File: src/rtl/stack_access_arbiter_if.sv
`default_nettype none
// ============================================================================
// Module   : stack_access_arbiter_if
// Purpose  : Bundles the requester handshake and the stack-side strobes of
//            stack_access_arbiter. The master modport is the requester/stack
//            side. The slave modport is the arbiter.
// Revision : 1.0 - initial release
// ============================================================================
interface stack_access_arbiter_if #(
  parameter int N    = 8,
  parameter int REQS = 4,
  parameter int AW   = 13
);
  logic [REQS-1:0]   req_push;
  logic [REQS-1:0]   req_pop;
  logic [REQS*N-1:0] req_data;
  logic [REQS-1:0]   ack;
  logic              rsp_err;
  logic [N-1:0]      rsp_data;
  logic              stk_push;
  logic              stk_pop;
  logic [N-1:0]      stk_din;
  logic [N-1:0]      stk_dout;
  logic              stk_empty;
  logic [AW:0]       occupancy;

  modport master (
    output req_push, req_pop, req_data, stk_dout, stk_empty,
    input  ack, rsp_err, rsp_data, stk_push, stk_pop, stk_din, occupancy
  );

  modport slave (
    input  req_push, req_pop, req_data, stk_dout, stk_empty,
    output ack, rsp_err, rsp_data, stk_push, stk_pop, stk_din, occupancy
  );
endinterface
`default_nettype wire

File: src/rtl/stack_access_arbiter.sv
`default_nettype none
// ============================================================================
// Module   : stack_access_arbiter
// Purpose  : Shares one stack between REQS requesters. Push and pop requests
//            are arbitrated and run one at a time (IDLE -> EXEC -> RESP).
//            Occupancy is tracked so that overflow and underflow are rejected.
// Options  : STACK_ARB_FIXED_PRIO_EN - when defined, the lowest pending index
//            always wins and no round-robin pointer is built.
// Revision : 1.0 - initial release
// ============================================================================
module stack_access_arbiter #(
  parameter int N    = 8,
  parameter int REQS = 4,
  parameter int AW   = 13
) (
  input  logic                  clk,
  input  logic                  rst,
  stack_access_arbiter_if.slave bus
);

  localparam int          c_IW    = (REQS > 1) ? $clog2(REQS) : 1;
  localparam logic [AW:0] c_DEPTH = {1'b1, {AW{1'b0}}};

  localparam logic [1:0] c_ST_IDLE = 2'd0;
  localparam logic [1:0] c_ST_EXEC = 2'd1;
  localparam logic [1:0] c_ST_RESP = 2'd2;

  typedef enum logic [1:0] {
    ST_IDLE = c_ST_IDLE,
    ST_EXEC = c_ST_EXEC,
    ST_RESP = c_ST_RESP
  } state_t;

  state_t          r_state;
  logic [c_IW-1:0] r_idx;
  logic            r_err;

  logic [REQS-1:0] w_pending;
  logic            w_found;
  logic [c_IW-1:0] w_sel;
  logic [c_IW-1:0] w_base;
  logic            w_sel_push;
  logic            w_sel_pop;

  assign w_pending  = bus.req_push | bus.req_pop;
  assign w_sel_push = bus.req_push[w_sel];
  assign w_sel_pop  = bus.req_pop[w_sel];

`ifdef STACK_ARB_FIXED_PRIO_EN
  // The search always starts at requester 0, so the lowest pending index wins.
  assign w_base = '0;
`else
  localparam logic [c_IW-1:0] c_LAST = c_IW'(REQS - 1);

  logic [c_IW-1:0] r_rr_ptr;

  // Advance the round-robin pointer past the requester just served.
  always_ff @(posedge clk) begin
    if (rst) begin
      r_rr_ptr <= '0;
    end else if (r_state == ST_RESP) begin
      r_rr_ptr <= (r_idx == c_LAST) ? '0 : r_idx + 1'b1;
    end
  end

  assign w_base = r_rr_ptr;
`endif

  // Pick the first pending requester at or after the search base, wrapping.
  always_comb begin : sel_proc
    int j;
    j       = 0;
    w_found = 1'b0;
    w_sel   = '0;
    for (int k = 0; k < REQS; k++) begin
      j = int'(w_base) + k;
      if (j >= REQS) j = j - REQS;
      if (!w_found && w_pending[j]) begin
        w_found = 1'b1;
        w_sel   = c_IW'(j);
      end
    end
  end

  // Operation sequencer. The strobe decision is made on grant, so strobes
  // are registered and high for exactly the EXEC cycle. Occupancy and pop
  // data are committed on the edge that ends EXEC, together with the stack.
  always_ff @(posedge clk) begin
    if (rst) begin
      r_state       <= ST_IDLE;
      r_idx         <= '0;
      r_err         <= 1'b0;
      bus.ack       <= '0;
      bus.rsp_err   <= 1'b0;
      bus.rsp_data  <= '0;
      bus.stk_push  <= 1'b0;
      bus.stk_pop   <= 1'b0;
      bus.stk_din   <= '0;
      bus.occupancy <= '0;
    end else begin
      case (r_state)
        ST_IDLE: begin
          if (w_found) begin
            r_idx       <= w_sel;
            bus.stk_din <= bus.req_data[w_sel*N +: N];
            r_state     <= ST_EXEC;
            if (w_sel_push && w_sel_pop) begin
              // A simultaneous push and pop is illegal. It is rejected with no strobe.
              r_err <= 1'b1;
            end else if (w_sel_push) begin
              if (bus.occupancy < c_DEPTH) begin
                bus.stk_push <= 1'b1;
                r_err        <= 1'b0;
              end else begin
                r_err <= 1'b1;
              end
            end else begin
              if ((bus.occupancy != '0) && !bus.stk_empty) begin
                bus.stk_pop <= 1'b1;
                r_err       <= 1'b0;
              end else begin
                r_err <= 1'b1;
              end
            end
          end
        end
        ST_EXEC: begin
          bus.stk_push <= 1'b0;
          bus.stk_pop  <= 1'b0;
          if (bus.stk_push) begin
            bus.occupancy <= bus.occupancy + 1'b1;
          end
          if (bus.stk_pop) begin
            bus.occupancy <= bus.occupancy - 1'b1;
            bus.rsp_data  <= bus.stk_dout;
          end
          bus.ack     <= REQS'(1) << r_idx;
          bus.rsp_err <= r_err;
          r_state     <= ST_RESP;
        end
        ST_RESP: begin
          bus.ack     <= '0;
          bus.rsp_err <= 1'b0;
          r_state     <= ST_IDLE;
        end
        default: begin
          r_state <= ST_IDLE;
        end
      endcase
    end
  end

endmodule
`default_nettype wire

File: src/flat_wrapper.sv
// flat-port wrapper written by rule: the top's interface ports become plain ports
module stack_access_arbiter_flat 
#(
  parameter int N    = 8,
  parameter int REQS = 4,
  parameter int AW   = 13
)
  (clk, rst, bus_req_push, bus_req_pop, bus_req_data, bus_stk_dout, bus_stk_empty, bus_ack, bus_rsp_err, bus_rsp_data, bus_stk_push, bus_stk_pop, bus_stk_din, bus_occupancy);
  stack_access_arbiter_if #(.N(N), .REQS(REQS), .AW(AW)) bus_i ();
  input  logic clk;
  input  logic rst;
  input wire logic [$bits(bus_i.req_push)-1:0] bus_req_push;
  input wire logic [$bits(bus_i.req_pop)-1:0] bus_req_pop;
  input wire logic [$bits(bus_i.req_data)-1:0] bus_req_data;
  input wire logic [$bits(bus_i.stk_dout)-1:0] bus_stk_dout;
  input wire logic [$bits(bus_i.stk_empty)-1:0] bus_stk_empty;
  output wire logic [$bits(bus_i.ack)-1:0] bus_ack;
  output wire logic [$bits(bus_i.rsp_err)-1:0] bus_rsp_err;
  output wire logic [$bits(bus_i.rsp_data)-1:0] bus_rsp_data;
  output wire logic [$bits(bus_i.stk_push)-1:0] bus_stk_push;
  output wire logic [$bits(bus_i.stk_pop)-1:0] bus_stk_pop;
  output wire logic [$bits(bus_i.stk_din)-1:0] bus_stk_din;
  output wire logic [$bits(bus_i.occupancy)-1:0] bus_occupancy;
  assign bus_i.req_push = bus_req_push;
  assign bus_i.req_pop = bus_req_pop;
  assign bus_i.req_data = bus_req_data;
  assign bus_i.stk_dout = bus_stk_dout;
  assign bus_i.stk_empty = bus_stk_empty;
  assign bus_ack = bus_i.ack;
  assign bus_rsp_err = bus_i.rsp_err;
  assign bus_rsp_data = bus_i.rsp_data;
  assign bus_stk_push = bus_i.stk_push;
  assign bus_stk_pop = bus_i.stk_pop;
  assign bus_stk_din = bus_i.stk_din;
  assign bus_occupancy = bus_i.occupancy;
  stack_access_arbiter #(.N(N), .REQS(REQS), .AW(AW)) u_core (.clk(clk), .rst(rst), .bus(bus_i));
endmodule
File: config.mk
export PLATFORM = sky130hd
export DESIGN_NAME = stack_access_arbiter_flat
export DESIGN_NICKNAME = d
export VERILOG_FILES = /design/src/rtl/stack_access_arbiter_if.sv /design/src/rtl/stack_access_arbiter.sv /design/src/flat_wrapper.sv
export SDC_FILE = /design/constraint.sdc
export NUM_CORES = 1
export LEC_CHECK = 0
export BUFFER_PORTS_ARGS = -buffer_cell sky130_fd_sc_hd__buf_2
export CAP_MARGIN = 0
export CORE_ASPECT_RATIO = 1.5
export CORE_UTILIZATION = 50
export DETAILED_ROUTE_END_ITERATION = 8
export HOLD_SLACK_MARGIN = 0.12
export PLACE_DENSITY = 0.79
export SLEW_MARGIN = 20
export SYNTH_ARGS = -nofsm -noshare
export SYNTH_HDL_FRONTEND = slang
export SYNTH_SLANG_ARGS = --single-unit
File: constraint.sdc
create_clock -name clk -period 2.9 [get_ports clk]
set_clock_uncertainty 0.2 [all_clocks]
set_input_delay 0.145 -clock clk [delete_from_list [all_inputs] [get_ports clk]]
set_output_delay 0.145 -clock clk [all_outputs]
set_load 0.02 [all_outputs]
# Word-level counts from Yosys, hierarchy flattened
# Cells that the tools add are included.
[word_totals]
ff_bits = 44
out_inout_bits = 37
word_cells = 111
[classes]
n_addsub = 10
magnitude_cmp = 10
n_eq_ne = 9
shift = 2
n_mux = 49
n_bitwise = 1
n_reduce_logical = 19
[ops]
columns = ["operator", "n"]
rows = [
  ["32-bit by 4-bit less-than comparator with 1-bit output (second input constant)", 4],
  ["32-bit two-way mux", 4],
  ["32-bit by 4-bit >= comparator with 1-bit output (second input constant)", 3],
  ["32-bit by 4-bit subtractor with 32-bit output (second input constant)", 3],
  ["32-bit by 6-bit variable part select with 8-bit output", 1],
  ["14-bit two-way mux", 2],
  ["1-bit two-way mux", 26],
  ["14-bit by 1-bit adder with 14-bit output (second input constant)", 1],
  ["14-bit less-than comparator (second input constant)", 1],
  ["14-bit nonzero test", 1],
  ["14-bit by 1-bit subtractor with 14-bit output (second input constant)", 1],
  ["1-bit binary-select mux with 2-bit select", 6],
  ["2-bit two-way mux", 6],
  ["5-bit AND reduction", 2],
  ["2-bit by 1-bit != test with 1-bit output (second input constant)", 4],
  ["4-bit case mux with 2 select lines", 1],
  ["2-bit by 2-bit adder with 3-bit output (second input constant)", 2],
  ["1-bit case mux with 2 select lines", 3],
  ["2-bit AND reduction", 3],
  ["2-bit nonzero test", 3],
  ["1-bit logical AND", 5],
  ["2-bit == test (second input constant)", 2],
  ["1-bit zero test", 4],
  ["2-bit != test (second input constant)", 2],
  ["other kinds (10)", 10],
]

# Depth between registers and ports, before layout
[logic_depth]
ltp_word = 21
ltp_mapped = 9
depth_no_buf = 9

# Worst setup path before layout
# No wires, ideal clock.
[synth_timing]
kind = "flip-flop to flip-flop"
from = "register u_core.bus.stk_pop"
to = "register u_core.bus.occupancy[13]"
setup_time_ns = 0.121
arrival_ns = 2.515
required_time_ns = 2.579
setup_slack_ns = 0.065
path_stages_with_launch = 9
n_path_buf = 0
period_less_slack_ns = 2.835
path_cell_list = "dfxtp_1 ha_1 a21oi_1 o21ai_0 or4_1 o21ai_0 o21ai_0 mux2i_1 mux2_2"
[synth_via]
elab_chain_len = 2
word_cells_on_any_way = 3
[synth_lines]
columns = ["item", "line", "source"]
rows = [
  ["start: declaration", "stack_access_arbiter_if.sv:34", "output ack, rsp_err, rsp_data, stk_push, stk_pop, stk_din, occupancy"],
  ["start signal: assignment", "stack_access_arbiter.sv:97", "bus.stk_pop <= 1'b0;"],
  ["start signal: assignment", "stack_access_arbiter.sv:119", "bus.stk_pop <= 1'b1;"],
  ["start signal: assignment", "stack_access_arbiter.sv:129", "bus.stk_pop <= 1'b0;"],
  ["2-bit nonzero test (no line)", "-", ""],
  ["2-bit AND reduction (no line)", "-", ""],
  ["end signal: assignment", "stack_access_arbiter.sv:131", "bus.occupancy <= bus.occupancy + 1'b1;"],
  ["end signal: assignment", "stack_access_arbiter.sv:134", "bus.occupancy <= bus.occupancy - 1'b1;"],
  ["end: declaration", "stack_access_arbiter_if.sv:34", ""],
]
# Several ways; a longest one is shown, not always the timed one.
# A chain may end at the register's enable or synchronous reset.

# Worst setup path after layout
[layout_timing]
from = "register u_core.r_rr_ptr[0]"
to = "register u_core.bus.stk_din[7]"
[layout_via]
elab_chain_len = 16
word_cells_on_any_way = 43
[layout_lines]
columns = ["item", "line", "source"]
rows = [
  ["start: declaration", "stack_access_arbiter.sv:55", "logic [c_IW-1:0] r_rr_ptr;"],
  ["start signal: assignment", "stack_access_arbiter.sv:62", "r_rr_ptr <= (r_idx == c_LAST) ? '0 : r_idx + 1'b1;"],
  ["parallel branches: the longest is 16 deep, another holds 32-bit by 4-bit subtractor with 32-bit output", "-", ""],
  ["end signal: assignment", "stack_access_arbiter.sv:105", "bus.stk_din <= bus.req_data[w_sel*N +: N];"],
  ["end: declaration", "stack_access_arbiter_if.sv:34", ""],
]
# Parallel ways; which one is timed is not known. The select of a mux whose other input is x is not followed.

==> impl_metrics.tcl <==
set metrics [dict create \
    status "finished, final reports clean" \
    r2r_slack_ns 0.17 \
    cellLeakagePower_nw 1.65 \
    drive_above_1_share 0.255 \
    ant_nets 0 \
    syn-instance-count 339 \
    io_pins 88 \
    drv_cap 0 \
    dp_cells 484 \
    grt_pass1_vias 2959 \
    synth.avg_cell_area_um2 8.05 \
    grt_start_max_net_pins 49 \
    worst_setup_path_start_kind "flip-flop" \
    clk_latency_ns 0.30 \
    nets 533 \
    grt_use_total 0.296 \
    hpwl_mm 5.27 \
    fin_setup_tns_ns 0 \
    final_common_cell "buf_2" \
    diodes 0 \
    initial_core_util 0.524 \
    clock_path_buffers 2 \
    post_drt_wl_per_cell_um 15.7 \
    place_ws_ns 0.171 \
    synth_ff_type "dfxtp_1" \
    fin_cells 530 \
    crit_type "flip-flop to flip-flop" \
    core_um2 5200 \
    netlist_area_um2 2730 \
    synth_nets 410 \
    die_h_um 92.5 \
    fin_crit_sh 0.943 \
    layout_common_cells "buf_2, nand2_1, dfxtp_1" \
    synth-async-reset-ratio 0 \
    timing.final.ws_setup_ns 0.166 \
    required_ns 2.85 \
    yosysUniqueCellTypes 50 \
    antenna_found_initial 0 \
    numCtsBuffers 5 \
    relSlewSlack 0.418 \
    cts_sinks 44 \
    grt_pass1_wl_mm 13.5 \
    die-area_um2 5760 \
    vdd.ir_drop.worst_v 0.000261 \
    end_kind "flip-flop" \
    ys_seq_elements 44 \
    rows 32 \
    cts_max_level 2 \
    vias_per_cell 5.67 \
    vias 3004 \
    seq_area_frac_synth 0.323 \
    yosysWarnings 0 \
    cts_root_buffer "clkbuf_8" \
    overflow 0 \
    synth_edf_count 0 \
    clk_pin_slew_ns 0.09 \
    max_freq_ghz 0.366 \
    drc_errors 0 \
    area_growth_syn_to_layout_pct 35.7 \
    dieWidth_um 62.3 \
    detail_route.wirelength_mm 8.34 \
    p_per_area_nw_per_um2 397 \
    hold_viol_final 0 \
    hp-class "input port to flip-flop" \
    setup_viol 0 \
    slew_violations 0 \
    io_buffer_count 87 \
    drt_iter0_markers 172 \
    cts_tree "done" \
    drt-pass1-iter-count 4 \
    tightest_slew_ns 0.873 \
    arrival_ns 2.68 \
    gp_congestion 0.866 \
    path_max_fanout 17 \
    rsz0062_at_grt "false" \
    period_minus_slack_ns 2.73 \
]
## kinds of logic after synthesis
family | synth area share
xor gates and xnor gates | 0.0225
AOI/OAI and AO/OA | 0.215
adders and majority gates | 0.0945
muxes | 0.0849
DFF | 0.323
buffers and inverters | 0.0394
and+or+nand+nor | 0.221
## state kept, by name (all words and copies together), names as in the netlist
register / cells
u_core.bus.occupancy: 14
u_core.bus.stk_pop: 1
u_core.bus.rsp_data: 8
u_core.bus.rsp_err: 1
u_core.r_state: 2
u_core.r_err: 1
u_core.bus.stk_push: 1
u_core.bus.stk_din: 8
u_core.r_idx: 2
u_core.r_rr_ptr: 2
u_core.bus.ack: 4
## stage by stage
step,area [um2],utilization,power (mW),hold WS [ns]
after detailed placement,3230,0.620,1.03,0.223
after global placement,3230,0.620,1.03,0.216
after global routing,3700,0.711,1.54,0.176
after floorplan,2730,-,0.917,0.108
after CTS,3690,0.709,1.46,0.130
final,3700,0.711,1.47,0.135
## routing by layer
metal / vias up / GRT usage / part of all wire
li1: 1459 / - / -
met1: 1371 / 0.292 / 0.38
met2: 140 / 0.571 / 0.52
met3: 34 / 0.0530 / 0.053
met4: 0 / 0.169 / 0.046
met5: - / 0 / 0
## worst paths after layout
path                          from               endpoint  cells after the start
max             u_core.r_rr_ptr[0]  u_core.bus.stk_din[7]                      8
max reg2reg     u_core.r_rr_ptr[0]  u_core.bus.stk_din[7]                      8
min                 bus_req_pop[0]      u_core.r_state[1]                      5
min reg2reg  u_core.bus.stk_din[2]  u_core.bus.stk_din[2]                      2
## report_power, final
part           switching (mW)  internal (mW)
clock                   0.218          0.164
sequential             0.0277          0.637
combinational           0.228          0.194
## final cells by class
| type | instances | area, um2 |
|---|---|---|
| well taps | 68 | 85.1 |
| inverters | 10 | 37.5 |
| clock buffers | 5 | 68.8 |
| multi-input cells | 269 | 1740 |
| repair buffers | 132 | 872 |
| clock inverters | 2 | 12.5 |
| flip-flops and latches | 44 | 882 |
| fillers | 398 | 1500 |
## timing repair
| item | in CTS | in global routing |
|---|---|---|
| buffers inserted | 0 | 1 |
| endpoints found under the setup margin | 0 | 9 |
| endpoints found under the hold margin | 16 | 0 |
| hold buffers | 38 | 0 |
| resized for setup | 0 | 3 |
## cells in the mapped netlist (9+ instances only)
cell type | count | area share
nor2_1 | 20 | 0.028
o211ai_1 | 9 | 0.025
a21oi_1 | 43 | 0.079
o21ai_0 | 9 | 0.017
mux2_2 | 9 | 0.037
inv_1 | 10 | 0.014
nand3_1 | 11 | 0.020
clkbuf_1 | 12 | 0.017
nand2_1 | 56 | 0.077
mux2i_1 | 13 | 0.048
dfxtp_1 | 44 | 0.32
ha_1 | 19 | 0.087
## critical path, cell delays in order, from the launching register on
cell and delay, ns:
dfxtp_2 0.41, o21bai_1 0.18, o311ai_1 0.17, a21oi_2 0.27, buf_6 0.25, mux2_2 0.35
o211ai_1 0.14, dlygate4sd3_1 0.57, a21oi_1 0.06
No activity file was read; power rests on OpenSTA's default activity.
